`src/rtl/p_tube_r1_port.sv`:
```
// Parasite-side register port for the Tube parasite-to-host byte channel.
// CPU writes are staged in a small skid queue and drained into the FIFO one byte per clock.
module p_tube_r1_port #(
  parameter int DEPTH   = 4,
  parameter bit WAIT_EN = 1'b1
) (
  input  logic       p_phi2,
  input  logic       p_rst,
  input  logic       p_cs,
  input  logic       p_rdnw,
  input  logic       p_addr,
  input  logic [7:0] p_din,
  output logic [7:0] p_dout,
  output logic       p_wait,
  output logic       p_irq,
  input  logic       fifo_full,
  output logic [7:0] fifo_data,
  output logic       fifo_select,
  output logic       fifo_rdnw
);

  localparam int AW = $clog2(DEPTH);
  localparam logic [AW:0] FULL_CNT = (AW + 1)'(DEPTH);

  logic [7:0]    mem_q [DEPTH];
  logic [AW-1:0] head_q, head_d;
  logic [AW-1:0] tail_q, tail_d;
  logic [AW:0]   count_q, count_d;
  logic          ovf_q, ovf_d;
  logic          irq_en_q, irq_en_d;

  logic data_wr, ctrl_wr, stat_rd;
  logic q_full, blocked, push, pop, drop;

  assign data_wr = p_cs & ~p_rdnw & ~p_addr;
  assign ctrl_wr = p_cs & ~p_rdnw &  p_addr;
  assign stat_rd = p_cs &  p_rdnw &  p_addr;

  // FIFO handshake: fifo_select is "valid", ~fifo_full is "ready"; a byte
  // transfers on every edge where both hold, and valid never rises while
  // ready is low, so select alone marks the transfer.
  assign q_full  = (count_q == FULL_CNT);
  assign pop     = (count_q != '0) & ~fifo_full;
  assign blocked = data_wr & q_full & ~pop;
  assign push    = data_wr & ~blocked;
  assign drop    = ~WAIT_EN & blocked;

  assign p_wait      = WAIT_EN & blocked;
  assign p_irq       = irq_en_q & (count_q == '0);
  assign fifo_select = pop;
  assign fifo_data   = mem_q[head_q];
  assign fifo_rdnw   = 1'b0;

  always_comb begin
    p_dout = 8'h00;
    if (stat_rd) begin
      p_dout = {~q_full, ovf_q, irq_en_q, fifo_full, 4'(count_q)};
    end
  end

  always_comb begin
    head_d   = pop  ? head_q + AW'(1) : head_q;
    tail_d   = push ? tail_q + AW'(1) : tail_q;
    count_d  = count_q + (AW + 1)'(push) - (AW + 1)'(pop);
    irq_en_d = ctrl_wr ? p_din[0] : irq_en_q;
    // A drop in the same cycle as a clear request leaves overflow set.
    ovf_d    = drop | (ovf_q & ~(ctrl_wr & p_din[7]));
  end

  always_ff @(posedge p_phi2 or posedge p_rst) begin
    if (p_rst) begin
      for (int i = 0; i < DEPTH; i++) mem_q[i] <= 8'h00;
      head_q   <= '0;
      tail_q   <= '0;
      count_q  <= '0;
      ovf_q    <= 1'b0;
      irq_en_q <= 1'b0;
    end else begin
      if (push) mem_q[tail_q] <= p_din;
      head_q   <= head_d;
      tail_q   <= tail_d;
      count_q  <= count_d;
      ovf_q    <= ovf_d;
      irq_en_q <= irq_en_d;
    end
  end

endmodule

```
`config.mk`:
```
export PLATFORM = sky130hd
export DESIGN_NAME = p_tube_r1_port
export DESIGN_NICKNAME = d
export VERILOG_FILES = /design/src/rtl/p_tube_r1_port.sv
export SDC_FILE = /design/constraint.sdc
export NUM_CORES = 1
export LEC_CHECK = 0
export BUFFER_PORTS_ARGS = -buffer_cell sky130_fd_sc_hd__buf_2
export CORE_MARGIN = 2
export CORE_UTILIZATION = 30
export CTS_CLUSTER_SIZE = 12
export DETAILED_ROUTE_END_ITERATION = 8
export GPL_ROUTABILITY_DRIVEN = 1
export GPL_TIMING_DRIVEN = 0
export RECOVER_POWER = 100
export SYNTH_ARGS = -nofsm -noshare
export SYNTH_HDL_FRONTEND = slang
export SYNTH_SLANG_ARGS = --single-unit
```
`constraint.sdc`:
```
create_clock -name p_phi2 -period 5.5 [get_ports p_phi2]
set_input_delay 1.1 -clock p_phi2 [delete_from_list [all_inputs] [get_ports p_phi2]]
set_output_delay 1.1 -clock p_phi2 [all_outputs]
set_load 0.01 [all_outputs]
```
# Word level (Yosys, flattened, before mapping)
# Cells that the tools add are included.
[word_totals] input_bits=14 word_cells=48 ff_bits=41
[op_classes] muxes=7 add_sub_neg=4 n_reduce_logical=3 n_eq_ne=1 n_bitwise=21 order_cmp=3
[ops] operator="32-bit bitwise mux" count=1
[ops] operator="8-bit 2-to-1 mux" count=4
[ops] operator="8-bit binary-select mux with 2-bit select" count=1
[ops] operator="8-bit demux with 2-bit select" count=1
[ops] operator="1-bit bitwise AND" count=12
[ops] operator="1-bit inverter" count=7
[ops] operator="3-bit >= comparator (second input constant)" count=2
[ops] operator="2-bit inverter with 3-bit output" count=2
[ops] operator="2-bit by 1-bit adder with 2-bit output (second input constant)" count=2
[ops] operator="3-bit by 1-bit adder with 3-bit output" count=1
[ops] operator="3-bit == test (second input constant)" count=1
[ops] operator="3-bit zero test" count=1
[ops] operator="3-bit by 1-bit less-than comparator with 1-bit output (second input constant)" count=1
[ops] operator="3-bit nonzero test" count=1
[ops] operator="3-bit by 1-bit subtractor with 3-bit output" count=1
[ops] operator="1-bit logical AND" count=1

# Longest topological paths before layout
[depth] depth_word=9 depth_mapped=7 depth_no_buf=7

# Least setup slack after synthesis
# Ideal clock, no wire load.
[synth_timing] path_kind="input port to output port" start="in p_addr" end="out p_wait" slack_ps=2553 arrival_time_ps=1847 required_ps=4400 path_stages=3 n_path_buf=0 cell_sequence="nor3b_4 nand2_1 nor2_1"
[synth_between] elab_chain_len=4
[synth_lines] element="start: declaration" line_no="11" text="input logic p_addr,"
[synth_lines] element="1-bit inverter" line_no="35" text="assign data_wr = p_cs & ~p_rdnw & ~p_addr;"
[synth_lines] element="1-bit bitwise AND" line_no="35"
[synth_lines] element="1-bit bitwise AND (2 in series)" line_no="44" text="assign blocked = data_wr & q_full & ~pop;"
[synth_lines] element="end: declaration" line_no="14" text="output logic p_wait,"
# No other way between the ends.

# Worst setup path in the final report
# Ends and elaborated chain as after synthesis.

==> results.md <==
* Fillers at 655
* Worst EP arrival at between 2 and 2.5 ns
* # IOs at 34
* Sequential share of the synthesized area at approximately half
* Synth Register Bits at between 40 and 50
* CTS Root Cell: clkbuf_8
* Worst-margin pin slew at around 1.5 ns
* DRC at 0
* ANT cells at 0
* Synth Flop Type: dfrtp_1
* Power Density at 524.0 mW/mm2
* Die Wd at ~85 um
* Mean Syn Cell Area at 14.97 um2
* Syn Inst Count at between 100 and 150
* Post-Route Utilization at between 30% and 40%
* CTS resizes at 0
* Clock latency on the worst-skew pair at approximately 0.29 ns
* PortBufs at 31
* Htree depth at 2
* CTS Buffer Depth at 2
* Fmax at between 0.2 and 0.3 GHz
* Total grt overflow at 0
* DPL Wire Length at between 2000 and 2500 um
* Total power at around 1.2 mW
* Row count at 29
* Overall routing resource usage at between 10% and 20%
* Initial antenna violation count at 0
* Synth cell types at 27
* Req. time, crit path at about 4.4 ns
* Slew Viols, Final at 42
* Crit end category: output pin
* Outcome: finished with violations
* Critical Path Source Type: input pin
* DR vias/cell at roughly 4.6
* Final Hold Vio Count at 0
* Slew margin rel. at -2.016%
* Worst setup path class: input pin to output pin
* Final GP Congestion at approximately 0.7
* Number of global-route vias before repair at 1237
* Final instance area at approximately 0.0023 mm2
* Initial Util at slightly above 30%
* Synth warnings at 0
* Cell Area, Placed at ~0.0022 mm2
* RSZ-0062 raised after global routing: false
* First-pass GRT wire length at just under 6000 um
* Area delta synth->final at 13.70%
* Die ar. at around 0.0073 mm2
* CTS tree: built
* Hold buffer count at CTS at 0
* Fin Clk Skew at around 0.0095 ns
* Fin nets at 192
* Cell taking the most area after synthesis: dfrtp_1
* Synth top cells by count: 41 x dfrtp_1, 33 x mux2_2, 8 x mux4_2
* Largest net degree at the start of global routing at 42
* Fin Setup TNS at 0 ns
* Clk pin slew, worst setup/hold paths at approximately 0.080 ns
* Max_cap viols at 1
* # setup viols final at 0
* Fin crit share at 61.36%
* Violated checks: max-capacitance violations, max-slew violations
* Most numerous cell in the Yosys netlist: dfrtp_1
* Largest cells by area after synthesis: dfrtp_1 52%, mux2_2 19%, mux4_2 9.1%, nand3_4 3.5%, ha_1 3.1%
* FFs w/ async S/R, synth at 100.0%
* Post-synth EDFFs at 0
* Max FO, Critical Path at 9
* Detail Route Antenna Nets at 0
* Total vias in the final route at 1158
* Core Footprint at around 0.0064 mm2
* Final WL at 3467 um
* VDD IR-drop max at ~0.19 mV
* CTS Buf Count at 5
* Tmin final at 3.375 ns
* First-pass DRT Iterations at 4
* Initial DRC Count at between 40 and 50
* CTS Sinks at 41
* Synth top area share at roughly 52%
* Die Span Y at approximately 85 um
* Setup repair bufs after CTS at 0
* Worst hold margin at roughly 0.50 ns
* HP Class: flip-flop to flip-flop
* Routed len/inst at roughly 14 um
* Pleak at 1.020 nW
* Layout cells sized above 1 at between 40% and 50%
* Synthesized area at between 0.0015 and 0.002 mm2
-- state kept, by name, summed over array words and instances, names as in the netlist --
name and cells:
count_q 3, head_q 2, irq_en_q 1, mem_q 32, ovf_q 1, tail_q 2
-- worst max-delay path, stage by stage --
cell and delay, ns:
clkbuf_1 0.09, nor3b_1 0.70, nand2_1 0.12, nor2_1 0.11, clkbuf_1 0.15
-- layout by cell type (no fill, tap or decap), types with 2 or more instances in the layout --
master / synthesis / layout
dfrtp_1: 41 / 41
mux2_2: 33 / 33
buf_2: 2 / 20
clkbuf_1: 0 / 14
mux4_2: 8 / 8
clkbuf_8: 0 / 6
nand3_1: 1 / 5
and2_0: 0 / 5
ha_1: 5 / 5
inv_1: 4 / 4
nor3b_1: 2 / 3
nor2_1: 3 / 3
xor2_1: 3 / 3
o21ai_0: 3 / 3
and2_1: 7 / 2
nand2_1: 2 / 2
xnor2_1: 2 / 2
buf_4: 2 / 2
conb_1: 1 / 2
-- power breakdown --
part / leakage [nW] / switching [mW] / total [mW] / internal [mW]
logic: 0.467 / 0.200 / 0.460 / 0.260
registers: 0.502 / 0.0737 / 0.520 / 0.446
clock network: 0.0512 / 0.104 / 0.206 / 0.102
-- through the flow --
stage               std cells  setup slack, ns
floorplan                 134            2.553
global placement          242            2.302
detailed placement        242            2.310
CTS                       250            2.302
global route              250            1.874
finish                    250            2.125
-- layout make-up --
cell class | count | area (um2) | share of cell area (%)
Buffer | 5 | 28.78 | 1.271
Tap cell | 77 | 96.34 | 4.256
Sequential cell | 41 | 1026 | 45.33
Clock buffer | 6 | 82.58 | 3.648
Multi-Input combinational cell | 84 | 862.1 | 38.09
Timing Repair Buffer | 31 | 138.9 | 6.136
Inverter | 4 | 15.01 | 0.6634
Clock inverter | 2 | 13.76 | 0.6081
-- cells by family (layout without fill, tap and decap cells) --
logic type               count (synthesis)  count (layout)  synth area share (%)
AND/OR/NAND/NOR                         26              26                 10.87
buffers and inverters                    9              48                 2.199
adder cells (fa/ha/maj)                  6               6                 4.148
XOR/XNOR                                 5               5                 2.200
flip-flops                              41              41                 51.54
multiplexers                            41              41                 27.72
other                                    1               2                0.1884
AO/OA/AOI/OAI                            4               4                 1.131
-- metal layers --
metal	share of wire, %	vias to the layer above	wire length (um)	global-route usage (%)
li1	-	550	-	-
met2	45	32	1556	16.05
met5	0	-	0	0
met1	48	568	1660	14.35
met3	5.8	8	201	3.210
met4	1.4	0	48	3.463
-- path summary, 6_finish.rpt --
check / start / to / slack, ns / depth (start not counted)
setup reg to reg: count_q[2] / count_q[2] / 3.36 / 7
min in group asynchronous: p_rst / irq_en_q / 1.25 / 2
hold / removal: mem_q[14] / mem_q[14] / 0.50 / 1
max in group asynchronous: p_rst / count_q[1] / 3.34 / 2
hold reg to reg: mem_q[14] / mem_q[14] / 0.50 / 1
setup / recovery: p_addr / p_wait / 2.13 / 5
Power figures use the tool's default switching activity.
